[src/rtl/uart_pkg.sv]
// uart_pkg: shared UART widths and 50 MHz 16x-oversample divisor pairs (int, frac/16)
package uart_pkg;
  localparam int DIV_W_DEF = 16;
  localparam int FRAC_W_DEF = 4;
  localparam int OVERSAMPLE_DEF = 16;
  typedef struct packed {
    logic [15:0] div_int;
    logic [3:0]  div_frac;
  } baud_div_t;
  localparam baud_div_t BAUD_9600   = '{16'd325, 4'd8};
  localparam baud_div_t BAUD_19200  = '{16'd162, 4'd12};
  localparam baud_div_t BAUD_38400  = '{16'd81, 4'd6};
  localparam baud_div_t BAUD_57600  = '{16'd54, 4'd4};
  localparam baud_div_t BAUD_115200 = '{16'd27, 4'd2};
endpackage

[src/rtl/frac_period_counter.sv]
// frac_period_counter: fractional down-counter with shadowed divisor; in clk/rst/en_i/resync_i/div_*_i, out boundary_o
module frac_period_counter import uart_pkg::*; #(
  parameter int DIV_W = DIV_W_DEF,
  parameter int FRAC_W = FRAC_W_DEF,
  parameter int DEFAULT_DIV_INT = 27,
  parameter int DEFAULT_DIV_FRAC = 2
) (
  input  logic              clk,
  input  logic              rst,
  input  logic              en_i,
  input  logic              resync_i,
  input  logic              div_load_i,
  input  logic [DIV_W-1:0]  div_int_i,
  input  logic [FRAC_W-1:0] div_frac_i,
  output logic              boundary_o
);
  logic [DIV_W-1:0] cnt_q, cnt_d, act_int_q, act_int_d, sh_int_q, sh_int_d;
  logic [FRAC_W-1:0] acc_q, acc_d, act_frac_q, act_frac_d, sh_frac_q, sh_frac_d;
  logic pend_q, pend_d, restart;
  logic [FRAC_W:0] sum;
  function automatic logic [DIV_W-1:0] first_cnt(input logic [DIV_W-1:0] d);
    return (d == '0) ? '0 : d - DIV_W'(1);
  endfunction
  assign restart = ~en_i | resync_i;
  assign boundary_o = ~restart & (cnt_q == '0) & (act_int_q != '0);
  assign sum = {1'b0, acc_q} + {1'b0, act_frac_q};
  always_comb begin
    cnt_d = cnt_q;
    acc_d = acc_q;
    act_int_d = act_int_q;
    act_frac_d = act_frac_q;
    sh_int_d = sh_int_q;
    sh_frac_d = sh_frac_q;
    pend_d = pend_q;
    if (~en_i & div_load_i) begin
      act_int_d = div_int_i;
      act_frac_d = div_frac_i;
      sh_int_d = div_int_i;
      sh_frac_d = div_frac_i;
      pend_d = 1'b0;
      cnt_d = first_cnt(div_int_i);
      acc_d = '0;
    end else begin
      if (pend_q & en_i & (resync_i | cnt_q == '0)) begin
        act_int_d = sh_int_q;
        act_frac_d = sh_frac_q;
        pend_d = 1'b0;
        cnt_d = first_cnt(sh_int_q);
        acc_d = '0;
      end else if (restart) begin
        cnt_d = first_cnt(act_int_q);
        acc_d = '0;
      end else if (boundary_o) begin
        acc_d = sum[FRAC_W-1:0];
        cnt_d = act_int_q - DIV_W'(1) + DIV_W'(sum[FRAC_W]);
      end else if (cnt_q != '0) begin
        cnt_d = cnt_q - DIV_W'(1);
      end
      if (div_load_i) begin
        sh_int_d = div_int_i;
        sh_frac_d = div_frac_i;
        pend_d = 1'b1;
      end
    end
  end
  always_ff @(posedge clk) begin
    if (rst) begin
      cnt_q <= DIV_W'(DEFAULT_DIV_INT - 1);
      acc_q <= '0;
      act_int_q <= DIV_W'(DEFAULT_DIV_INT);
      act_frac_q <= FRAC_W'(DEFAULT_DIV_FRAC);
      sh_int_q <= DIV_W'(DEFAULT_DIV_INT);
      sh_frac_q <= FRAC_W'(DEFAULT_DIV_FRAC);
      pend_q <= 1'b0;
    end else begin
      cnt_q <= cnt_d;
      acc_q <= acc_d;
      act_int_q <= act_int_d;
      act_frac_q <= act_frac_d;
      sh_int_q <= sh_int_d;
      sh_frac_q <= sh_frac_d;
      pend_q <= pend_d;
    end
  end
endmodule

[src/rtl/baud_gen_frac.sv]
// baud_gen_frac: fractional baud generator; in clk/rst/en/div_int/div_frac/div_load/resync, out os_tick/baud_tick/mid_tick
module baud_gen_frac import uart_pkg::*; #(
  parameter int DIV_W = DIV_W_DEF,
  parameter int FRAC_W = FRAC_W_DEF,
  parameter int OVERSAMPLE = OVERSAMPLE_DEF,
  parameter int DEFAULT_DIV_INT = 27,
  parameter int DEFAULT_DIV_FRAC = 2
) (
  input  logic              clk,
  input  logic              rst,
  input  logic              en,
  input  logic [DIV_W-1:0]  div_int,
  input  logic [FRAC_W-1:0] div_frac,
  input  logic              div_load,
  input  logic              resync,
  output logic              os_tick,
  output logic              baud_tick,
  output logic              mid_tick
);
  localparam int OS_W = $clog2(OVERSAMPLE);
  logic [OS_W-1:0] os_cnt_q, os_cnt_d;
  logic boundary, os_d, baud_d, mid_d;
  frac_period_counter #(
    .DIV_W(DIV_W),
    .FRAC_W(FRAC_W),
    .DEFAULT_DIV_INT(DEFAULT_DIV_INT),
    .DEFAULT_DIV_FRAC(DEFAULT_DIV_FRAC)
  ) u_cnt (
    .clk(clk),
    .rst(rst),
    .en_i(en),
    .resync_i(resync),
    .div_load_i(div_load),
    .div_int_i(div_int),
    .div_frac_i(div_frac),
    .boundary_o(boundary)
  );
  always_comb begin
    os_cnt_d = (~en | resync) ? '0 : boundary ? os_cnt_q + OS_W'(1) : os_cnt_q;
    os_d = boundary;
    baud_d = boundary & (os_cnt_q == OS_W'(OVERSAMPLE - 1));
    mid_d = boundary & (os_cnt_q == OS_W'(OVERSAMPLE / 2 - 1));
  end
  always_ff @(posedge clk) begin
    if (rst) begin
      os_cnt_q <= '0;
      os_tick <= 1'b0;
      baud_tick <= 1'b0;
      mid_tick <= 1'b0;
    end else begin
      os_cnt_q <= os_cnt_d;
      os_tick <= os_d;
      baud_tick <= baud_d;
      mid_tick <= mid_d;
    end
  end
endmodule

[config.mk]
export PLATFORM = sky130hd
export DESIGN_NAME = baud_gen_frac
export DESIGN_NICKNAME = d
export VERILOG_FILES = /design/src/rtl/uart_pkg.sv /design/src/rtl/frac_period_counter.sv /design/src/rtl/baud_gen_frac.sv
export SDC_FILE = /design/constraint.sdc
export NUM_CORES = 1
export LEC_CHECK = 0
export BUFFER_PORTS_ARGS = -buffer_cell sky130_fd_sc_hd__buf_2
export CAP_MARGIN = 20
export CORE_AREA = 2 2 89 91
export DETAILED_ROUTE_END_ITERATION = 8
export DIE_AREA = 0 0 91 93
export PLACE_DENSITY = 0.9
export SLEW_MARGIN = 10
export SYNTH_ARGS = -nofsm -noshare
export SYNTH_HDL_FRONTEND = slang
export SYNTH_SLANG_ARGS = --single-unit
[constraint.sdc]
create_clock -name clk -period 6.7 [get_ports clk]
set_input_delay 1.34 -clock clk [delete_from_list [all_inputs] [get_ports clk]]
set_output_delay 1.34 -clock clk [all_outputs]
set_load 0.005 [all_outputs]
==> impl_results.md <==
- Worst setup EP type: register
- Sw Ratio: about 29%
- DR WL/cell: between 15 and 20 um
- RD Place Congestion: 0.925
- Die footprint: 8460 sq um
- Synth Area in Compound Gates: 19.5%
- Antenna Nets Post-Route: 0
- Routed WL: 13700 um
- Initial Utilization: 64.6%
- Reg2reg setup slack: ~3.0 ns
- Clock power frac: 40.2%
- Post-synth EDFFs: 0
- LEAKAGE: 0.00190 uW
- DRC Markers: 0
- Hold Path Class: reg -> reg
- Critical Path Source Type: input port
- Tightest Pin Transition: 1.06 ns
- Setup_tns: 0 ns
- Routed via count: 4936
- Status: finished, final reports clean
- Area of the multi-input gates: 3270 sq um
- Power share of the combinational group: 15.8%
- Worst Hold Launch: u_cnt.acc_q[3]$_SDFFE_PP0P_
- Placed insts: 740
- Core box area: 7530 sq um
- H-tree levels: 3
- Seq cells post-synth: 68
- CTS buffer count: 9
- Post-Syn Instances: 642
- Final Setup Violations: 0
- GRT overflow: 0
- CTS sink cnt: 68
- Start of the worst register-to-register path: u_cnt.act_frac_q[0]$_SDFFE_PP0P_
- Synth unique cells: between 70 and 80
- First-pass GRT wire length: ~22000 um
- Critical path class: in -> reg
- Largest family of logic cells by synthesized area: simple AND/OR/NAND/NOR gates
- Mux cell area share after synthesis: between 4 and 5%
- CTS root buffer: clkbuf_8
- Hold path endpoint: u_cnt.acc_q[3]$_SDFFE_PP0P_
- Cell Count, Final, Fillers Out: 756
- Post-Synthesis Cell Area: around 4900 sq um
- Unrepaired setup endpoints after global routing: no
- Fmax: 0.258 GHz
- Sequential fraction of the synthesis area: between 20% and 30%
- CTS Buffer Depth: 2
- Psw: slightly above 300 uW
- Setup bufs post-CTS: 0
- Worst vdd ir: 142 uV
- Vias in the first global route: 4552
- FF+latch area: around 1400 sq um
- Fillers: 605
- CTS tree: done
- Ys async rst share: 0%
- Number of max-cap violations: 0
- Cts repair resizes: 0
- Layout area overhead: 8.05%
- Tcrit/Tclk final: between 50 and 60%
- Fin. max-slew vios: 0
- Antenna diodes: 0
- # port buffers: 27
- Worst-path clk slew: 0.08 ns
- Pre-antenna DRT Iters: 5
- Clk_skew: between 0.009 and 0.01 ns
- Reg2reg end: u_cnt.cnt_q[13]$_SDFFE_PP0P_
- Die height: 93 um
- Final #Nets: 686
- Die X: 91 um
- Largest net degree at the start of global routing: 43
- Seq pwr share: 44.0%
- Yosys warning count: 0
- Gr usage total: ~33%
- Hold_buf cts: 0
- Syn nets: 679
- Initial antenna violation count: 0
- Worst EP arrival: 4.12 ns
- WP data required: 6.95 ns
- Main synth FF type: dfxtp_1
- HPWL after DPL: 9850 um
- Synth Area in Adders: under 10%
- Int Pwr: 744 uW
- WHS Path Cells: 2
- Num rows: 32
- # IOs: 28
- Ratio of cells with drive above 1 in the final layout: 10.9%
- Initial drt markers: 485
- Slew headroom: 28.9%
- Clock latency on the worst-skew pair: 0.36 ns
- Cell area power density: about 200 nW/um^2
- Simple-Gate Fraction of Synth Area: 29.3%
- Xor/xnor cell area share of the yosys netlist: between 10% and 20%
- Vias/cell: 6.53
- Critical Path Fanout Max: 16
- Final Hold Vio Count: 0
- Reg2Reg Depth: 15
- Average instance area after synthesis: 7.58 sq um
- Tmin final: 3.87 ns
per-layer routing:
metal	up-vias	part of all wire [%]	global-route usage, %
met5	-	0	0
li1	2313	-	-
met2	274	46	52.3
met4	0	3.2	15.9
met3	48	8.9	5.40
met1	2301	42	43.4
registers in the layout, summed over array words and instances, names as in the netlist:
name,flops
u_cnt.sh_frac_q,4
os_cnt_q,4
u_cnt.act_frac_q,4
u_cnt.act_int_q,16
os_tick,1
baud_tick,1
u_cnt.sh_int_q,16
u_cnt.acc_q,4
u_cnt.cnt_q,16
mid_tick,1
u_cnt.pend_q,1
power groups by stage:
| stage | Clock (uW) | Combinational [uW] | Sequential, uW |
|---|---|---|---|
| final | 423 | 167 | 463 |
| after global routing | 437 | 182 | 466 |
| after CTS | 422 | 163 | 461 |
| after detailed placement | 0 | 161 | 471 |
| after global placement | 0 | 156 | 469 |
| after floorplan | 0 | 129 | 453 |
critical path, stage by stage:
cell,delay (ns)
buf_2,0.14
or3_1,0.41
or3b_1,0.48
nand2b_1,0.25
o31ai_2,0.88
o22ai_1,0.27
a211oi_1,0.28
nor2_1,0.07
metrics by stage:
| step | hold WS (ns) | area, sq um | power [uW] | setup WS [ns] | util (%) |
|---|---|---|---|---|---|
| 2_1_floorplan | 0.432 | 4870 | 582 | 3.21 | - |
| 3_3_place_gp | 0.442 | 5010 | 625 | 2.72 | 66.6 |
| 3_5_place_dp | 0.453 | 5010 | 632 | 2.60 | 66.6 |
| 4_1_cts | 0.465 | 5260 | 1050 | 2.89 | 69.8 |
| 5_1_grt | 0.493 | 5260 | 1090 | 2.70 | 69.8 |
| 6_report | 0.459 | 5260 | 1050 | 2.83 | 69.8 |
layout by cell type (no fill, tap or decap), types with 4 or more instances in the layout:
cell type,netlist,final
nand2_1,79,79
nand4_1,4,4
o22ai_1,9,9
a211oi_1,6,6
buf_4,0,6
o21ai_1,9,9
o21ai_0,23,23
ha_1,11,11
nand2b_1,7,7
o211ai_1,10,10
dfxtp_1,68,68
o31ai_1,4,4
xor2_1,19,19
nor2_1,90,90
buf_2,6,27
or4_1,8,8
a311oi_1,16,16
nand3_1,11,11
clkbuf_8,0,9
nor3_1,31,31
nor4_1,12,12
a21oi_1,29,29
inv_1,17,17
or4_4,4,4
mux2i_1,24,24
or3_1,8,8
xnor2_1,36,36
nor2b_1,5,5
cell usage after synthesis, types with 4 or more instances:
cell type	n	area share (%)
nor2_1	90	6.9
nand2_1	79	6.1
dfxtp_1	68	28
xnor2_1	36	6.5
nor3_1	31	3.2
a21oi_1	29	3.0
clkbuf_1	26	2.0
mux2i_1	24	4.9
o21ai_0	23	2.4
xor2_1	19	3.4
inv_1	17	1.3
a311oi_1	16	2.9
nor4_1	12	1.5
ha_1	11	2.8
nand3_1	11	1.1
o211ai_1	10	1.5
o21ai_1	9	0.93
o22ai_1	9	1.2
or3_1	8	1.0
or4_1	8	1.2
nand2b_1	7	0.90
a211oi_1	6	0.93
buf_2	6	0.62
nor2b_1	5	0.64
nand4_1	4	0.51
o31ai_1	4	0.62
or4_4	4	0.93
cells by family (layout without fill, tap and decap cells):
group | Yosys count | after routing
AO/OA/AOI/OAI | 140 | 140
XOR/XNOR | 56 | 56
AND/OR/NAND/NOR | 287 | 287
flip-flops | 68 | 68
adder cells (fa/ha/maj) | 12 | 12
buffers and inverters | 55 | 67
multiplexers | 24 | 24
cell type report:
cell class,count,share of cell area (%)
inverters,18,1.29
repair buffers,33,3.43
multi-input cells,519,62.3
clock inverters,7,2.33
well taps,102,2.43
flip-flops and latches,68,25.9
clock buffers,9,2.36
worst max path at each step:
stage,cells past startpoint,slack [ns],end,startpoint
2_1_floorplan,8,3.21,u_cnt.cnt_q[13]$_SDFFE_PP0P_,div_int[2]
3_3_place_gp,8,2.72,u_cnt.cnt_q[15]$_SDFFE_PP0P_,div_int[2]
3_5_place_dp,8,2.60,u_cnt.cnt_q[15]$_SDFFE_PP0P_,div_int[2]
4_1_cts,8,2.89,u_cnt.cnt_q[15]$_SDFFE_PP0P_,div_int[2]
5_1_grt,8,2.70,u_cnt.cnt_q[15]$_SDFFE_PP0P_,div_int[2]
6_report,8,2.83,u_cnt.cnt_q[15]$_SDFFE_PP0P_,div_int[2]
(Power assumes the default switching activity.)
